--- config.mk ---
export PLATFORM = sky130hd
export DESIGN_NAME = arbitro_mux4
export DESIGN_NICKNAME = d
export VERILOG_FILES = /design/src/rtl/arbitro_mux4.sv
export SDC_FILE = /design/constraint.sdc
export NUM_CORES = 1
export LEC_CHECK = 0
export CAP_MARGIN = 5
export CORE_MARGIN = 3
export CORE_UTILIZATION = 45
export DETAILED_ROUTE_END_ITERATION = 8
export PLACE_DENSITY = 0.72
export REMOVE_ABC_BUFFERS = 1
export SLEW_MARGIN = 20
export SYNTH_ARGS = -nofsm -noshare
export SYNTH_HDL_FRONTEND = slang
export SYNTH_SLANG_ARGS = --single-unit
--- constraint.sdc ---
create_clock -name i_clock -period 2.42 [get_ports i_clock]
set_clock_uncertainty 0.2 [all_clocks]
set_input_delay 0.363 -clock i_clock [delete_from_list [all_inputs] [get_ports i_clock]]
set_output_delay 0.363 -clock i_clock [all_outputs]
set_load 0.03 [all_outputs]
--- src/rtl/arbitro_mux4.sv ---
// Round-robin owner of a shared 4:1 mux select, with bounded grant tenure.
// Latency: request sampled in IDLE -> grant/sel/busy registered one cycle later.
// Backpressure: none; a tenure ends on release, request withdrawal or timeout, then two dead cycles.
module arbitro_mux4 #(
  parameter int unsigned MAX_CYCLES = 8
) (
  input  logic       i_clock,
  input  logic       i_reset,
  input  logic [3:0] i_req,
  input  logic       i_release,
  output logic [3:0] o_grant,
  output logic [1:0] o_sel,
  output logic       o_busy
);

  // Tenure counter must be able to hold MAX_CYCLES itself.
  localparam int unsigned   CW      = $clog2(MAX_CYCLES + 1);
  localparam logic [CW-1:0] CNT_MAX = CW'(MAX_CYCLES);
  localparam logic [CW-1:0] CNT_ONE = CW'(1);

  typedef enum logic [1:0] {
    S_IDLE  = 2'd0,
    S_GRANT = 2'd1,
    S_GAP   = 2'd2
  } state_t;

  // Registered state and outputs.
  state_t        r_state;
  logic [1:0]    r_last;
  logic [1:0]    r_sel;
  logic [3:0]    r_grant;
  logic          r_busy;
  logic [CW-1:0] r_cnt;

  // Combinational next values.
  state_t        w_state_nxt;
  logic [1:0]    w_last_nxt;
  logic [1:0]    w_sel_nxt;
  logic [3:0]    w_grant_nxt;
  logic          w_busy_nxt;
  logic [CW-1:0] w_cnt_nxt;

  // Arbitration helpers.
  logic [1:0]    w_idx;
  logic [1:0]    w_win;
  logic          w_win_vld;
  logic          w_end;

  // Winner search: scan last+1, last+2, ... wrapping mod 4, so the previous owner is looked at last.
  always_comb begin
    w_idx     = 2'd0;
    w_win     = 2'd0;
    w_win_vld = 1'b0;
    for (int k = 1; k <= 4; k++) begin
      w_idx = r_last + 2'(k);
      if (!w_win_vld && i_req[w_idx]) begin
        w_win     = w_idx;
        w_win_vld = 1'b1;
      end
    end
  end

  // Any one of the three end conditions closes the tenure; overlapping ones still close it once.
  always_comb begin
    w_end = i_release | ~i_req[r_sel] | (r_cnt == CNT_MAX);
  end

  // State and output registers; reset overrides every other input in every state.
  always_ff @(posedge i_clock) begin
    if (i_reset) begin
      r_state <= S_IDLE;
      r_last  <= 2'd3;
      r_sel   <= 2'd0;
      r_grant <= 4'b0000;
      r_busy  <= 1'b0;
      r_cnt   <= '0;
    end else begin
      r_state <= w_state_nxt;
      r_last  <= w_last_nxt;
      r_sel   <= w_sel_nxt;
      r_grant <= w_grant_nxt;
      r_busy  <= w_busy_nxt;
      r_cnt   <= w_cnt_nxt;
    end
  end

  // Next-state logic: IDLE -> GRANT on any request, GRANT -> GAP at end of tenure, GAP -> IDLE always.
  always_comb begin
    w_state_nxt = r_state;
    case (r_state)
      S_IDLE: begin
        if (w_win_vld) begin
          w_state_nxt = S_GRANT;
        end
      end
      S_GRANT: begin
        if (w_end) begin
          w_state_nxt = S_GAP;
        end
      end
      S_GAP: begin
        w_state_nxt = S_IDLE;
      end
      default: begin
        w_state_nxt = S_IDLE;
      end
    endcase
  end

  // Next-output logic; sel is never cleared outside reset so the mux output stays steady in the dead cycles.
  always_comb begin
    w_last_nxt  = r_last;
    w_sel_nxt   = r_sel;
    w_grant_nxt = r_grant;
    w_busy_nxt  = r_busy;
    w_cnt_nxt   = r_cnt;
    case (r_state)
      S_IDLE: begin
        if (w_win_vld) begin
          w_grant_nxt = 4'b0001 << w_win;
          w_sel_nxt   = w_win;
          w_last_nxt  = w_win;
          w_busy_nxt  = 1'b1;
          w_cnt_nxt   = CNT_ONE;
        end else begin
          w_grant_nxt = 4'b0000;
          w_busy_nxt  = 1'b0;
          w_cnt_nxt   = '0;
        end
      end
      S_GRANT: begin
        if (w_end) begin
          w_grant_nxt = 4'b0000;
          w_busy_nxt  = 1'b0;
          w_cnt_nxt   = '0;
        end else begin
          w_cnt_nxt   = r_cnt + CNT_ONE;
        end
      end
      S_GAP: begin
        w_grant_nxt = 4'b0000;
        w_busy_nxt  = 1'b0;
        w_cnt_nxt   = '0;
      end
      default: begin
        w_grant_nxt = 4'b0000;
        w_busy_nxt  = 1'b0;
        w_cnt_nxt   = '0;
      end
    endcase
  end

  assign o_grant = r_grant;
  assign o_sel   = r_sel;
  assign o_busy  = r_busy;

endmodule

Yosys cells after proc, flatten, opt, wreduce, memory -nomap -nowiden
Cells that the tools add are included.

storage, ports and cells
  bits in registers = 15
  input bits = 7
  output and inout port bits = 7
  word-level logic and storage cells = 62

operators by class
  $add $sub $neg = 4
  $lt $le $gt $ge = 5
  equal/unequal tests = 4
  shift-type cells = 1
  multiplexer cells = 30
  bitwise operators = 3
  reduce and logical (&&, ||, !) cells = 9

operator list
  operator             number
  $pmux 4 s2           2
  $lt 2x3->1 const B   5
  $mux 1               12
  $mux 2               6
  $mux 4               3
  $bmux 1 s2           5
  $add 2x2->2 const B  2
  $add 4x1->4 const B  1
  $eq 4x4->1 const B   1
  $ne 2x2->1 const B   2
  $pmux 2 s2           1
  $reduce_and 2->1     2
  $shl 1x2->4 const A  1
  $logic_and 1x1->1    3
  $logic_not 1->1      3
  $add 2x1->2 const B  1
  $eq 2x1->1 const B   1
  $logic_not 2->1      1
  $or 1x1->1           2
  $pmux 1 s2           1
  $not 1->1            1

Depth between registers and ports, before layout
  depth after elaboration = 16
  mapped depth = 7
  mapped depth without buffers = 6

Least setup slack after synthesis
OpenSTA, ideal clock, no wires.

  path type = register -> register
  from = reg r_sel[1], in the netlist o_sel[1]
  to = reg r_grant[1], in the netlist o_grant[1]
  setup time = 0.117 ns
  arrival = 1.589 ns
  path slack = 0.514 ns
  stages on the path, launching flop included = 5
  period minus slack after synthesis = 1.906 ns
  cells stage by stage = dfxtp_1 > mux4_2 > and4b_1 > buf_6 > a22o_1

on the way
  cells in the longest elaborated chain, start to end = 6

RTL lines
  what                          line  text
  from (decl)                   30    logic [1:0] r_sel;
  from (signal assigned)        80    r_sel <= w_sel_nxt;
  $bmux 1 s2                    65    w_end = i_release | ~i_req[r_sel] | (r_cnt == CNT_MAX);
  $mux 1 (implied by the code)  65
  $not 1->1                     65
  $or 1x1->1 (2 in series)      65
  $ne 2x2->1 (no line)          --
  to (signal assigned)          81    r_grant <= w_grant_nxt;
  to (decl)                     31    logic [3:0] r_grant;

No other way between the ends. The select of a mux whose other input is x is not followed.
A chain may end at the register's enable or synchronous reset.

Worst setup path after layout
  from = reg r_sel[1], in the netlist o_sel[1]
  to = out o_sel[1]

RTL lines
  what       line  text
  to (decl)  12    output logic [1:0] o_sel,

No word-level cell between the ends.

==> impl_metrics.ini <==
[critical_path]
path_max_fanout = 3
crit_chain = clkdlybuf4s50_1
required_ns = 1.86
critPathSlowestCell = clkdlybuf4s50_1
arrival_ns = 1.35
critPathCaptureType = output port
crit_path_start_kind = flop
cp_num_buf_inv = 1
slowest_delay_ns = 0.69
cpLargestDelayFamily = buffers and inverters
worstSetupPathType = reg -> out

[finish]
drive_gt1_share_pct = 6.98
instances_no_fill = 101
diodes = 0
multi_input_area_sq_um = 347
fillers = 124
area.growth.synth_to_final_pct = 24.5
regArea_sq_um = 300
final_nets = 96

[routing]
vias = 534
drcViolationCount = 0
firstDrtPassIters = 4
vias_per_cell = 5.29
ant_nets = 0
drt_first_iter_violations = 9
routedWlPerCell_microns = 13.3
wirelength_mm = 1.35

[placed_design]
dp.cells = 97
place.gp.congestion = 0.733
dp_hpwl_mm = 1.02
port_buffers = 13

[yosys]
yosysUniqueCellTypes = 34
postSynthAreaPerCell_sq_um = 9.56
synth_edf_count = 0
synth_area_leaders = dfxtp_1 (45%), nand2_1 (5.0%), ha_1 (3.7%)
synth_ff_type = dfxtp_1
async_reset_ff_share_pct = 0
synth.cells.most_frequent = dfxtp_1 (15), nand2_1 (9), nor2_1 (5)
yosysMostFrequentCell = dfxtp_1
synth_top_cell_by_area = dfxtp_1
yosysSeqAreaShare_pct = 44.9
synth_top_area_share_pct = 44.9
netlist_area_sq_um = 669
yosys_warnings = 0
ys_ff_latch = 15
synth_cells = 70

[timing]
tightest_slew_ns = 0.607
setup_violations = 0
hold_violations = 0
fmax_mhz = 523
grt_setup_unrepaired = no
relSlewSlack_pct = 58.5
maxSlewViolCount = 0
timing.final.crit_share_pct = 79.1
setup_tns_ns = 0
whs_ns = 0.252
period_needed_ns = 1.91

[global_route]
grt_pass1_wl_mm = 2.33
grt_usage_pct = 16.4
grt-ovfl-total = 0
grt_pass1_vias = 504
grt_max_degree = 9
antenna_found_initial = 0

[floorplanning]
die_area_sq_um = 1990
die_h_microns = 44.6
pin_count = 14
start_util_pct = 49.6
rows = 13
die_w_microns = 44.6
core_area_sq_um = 1350

[clocking]
cts_buffer_depth = 2
htree_levels = 1
clock-sinks = 15
post_cts_buffers = 0
cts_made_buffers = 3
worstSkewPairLatency_ns = 0.28
postCtsResizedCells = 0
clk_pin_slew_worst_paths_ns = 0.08
ctsHoldBuffers = 0
cts_tree = built
cts_root_buffer = clkbuf_4

[job]
maxCapViolations = 0

[power]
total_leakage_power_nw = 0.326
peakVddDrop_mv = 0.454
p_per_area_nw_per_um2 = 728
power.total_mw = 0.606

[min_path]
hp-class = reg -> reg

[status]
status = completed
[final timing paths]
path / from / depth (start not counted) / slack, ns / endpoint
max reg2reg: o_sel[1]$_SDFFE_PP0P_ / 3 / 0.70 / o_grant[1]$_SDFFE_PP0P_
min reg2reg: o_busy$_SDFFE_PP0P_ / 2 / 0.25 / o_busy$_SDFFE_PP0P_
max: o_sel[1]$_SDFFE_PP0P_ / 1 / 0.51 / o_sel[1]
min: o_busy$_SDFFE_PP0P_ / 2 / 0.25 / o_busy$_SDFFE_PP0P_
[final cells by class]
class / count / share of cell area (%)
Multi-Input combinational cell: 51 / 41.6
Sequential cell: 15 / 36.0
Timing Repair Buffer: 13 / 15.6
Clock buffer: 4 / 3.15
Tap cell: 15 / 2.25
Inverter: 3 / 1.35
[state kept, by name, summed over array words and instances, names as in the netlist]
| register | count |
|---|---|
| r_cnt | 4 |
| r_last | 2 |
| r_state | 2 |
| o_grant | 4 |
| o_sel | 2 |
| o_busy | 1 |
[through the flow]
step,instance area [sq um],utilization [%],setup slack (ns)
after floorplan,658,-,0.574
after global placement,807,59.8,0.265
after detailed placement,807,59.8,0.231
after CTS,833,61.7,0.480
after global routing,833,61.7,0.451
final,833,61.7,0.507
[worst min-delay path, stage by stage (launching register included)]
cell and delay [ns]:
dfxtp_1 0.32, nand2_1 0.05, nand2_1 0.04
[layout by cell type (no fill, tap or decap), types with 2 or more instances in the layout]
cell             instances
nand3b_1                 2
nand2_1                  9
dfxtp_1                 15
ha_1                     2
clkbuf_4                 3
o21ai_1                  2
inv_1                    3
a21oi_1                  3
nor2_1                   5
nand2b_1                 4
clkdlybuf4s50_1         13
[cells by family after synthesis]
| family | synth area share [%] |
|---|---|
| xor+xnor | 2.62 |
| fa+ha+maj | 3.74 |
| mux | 4.86 |
| compound gates | 17.9 |
| simple gates | 22.6 |
| flops | 44.9 |
| buf+inv | 3.36 |
[metal layers]
layer / wire (microns) / track usage, % / up-vias / part of all wire, %
met4: 25 / 9.04 / 0 / 1.9
met1: 722 / 23.4 / 247 / 54
met2: 575 / 21.5 / 7 / 43
li1: - / - / 278 / -
met3: 22 / 4.88 / 2 / 1.6
met5: 0 / 0 / - / 0
[power by group]
group	total [mW]	internal, mW	switching [mW]
combinational	0.162	0.0775	0.0845
sequential	0.300	0.275	0.0251
clock	0.144	0.0641	0.0802
Note: power is estimated with default switching activity, not from simulation.
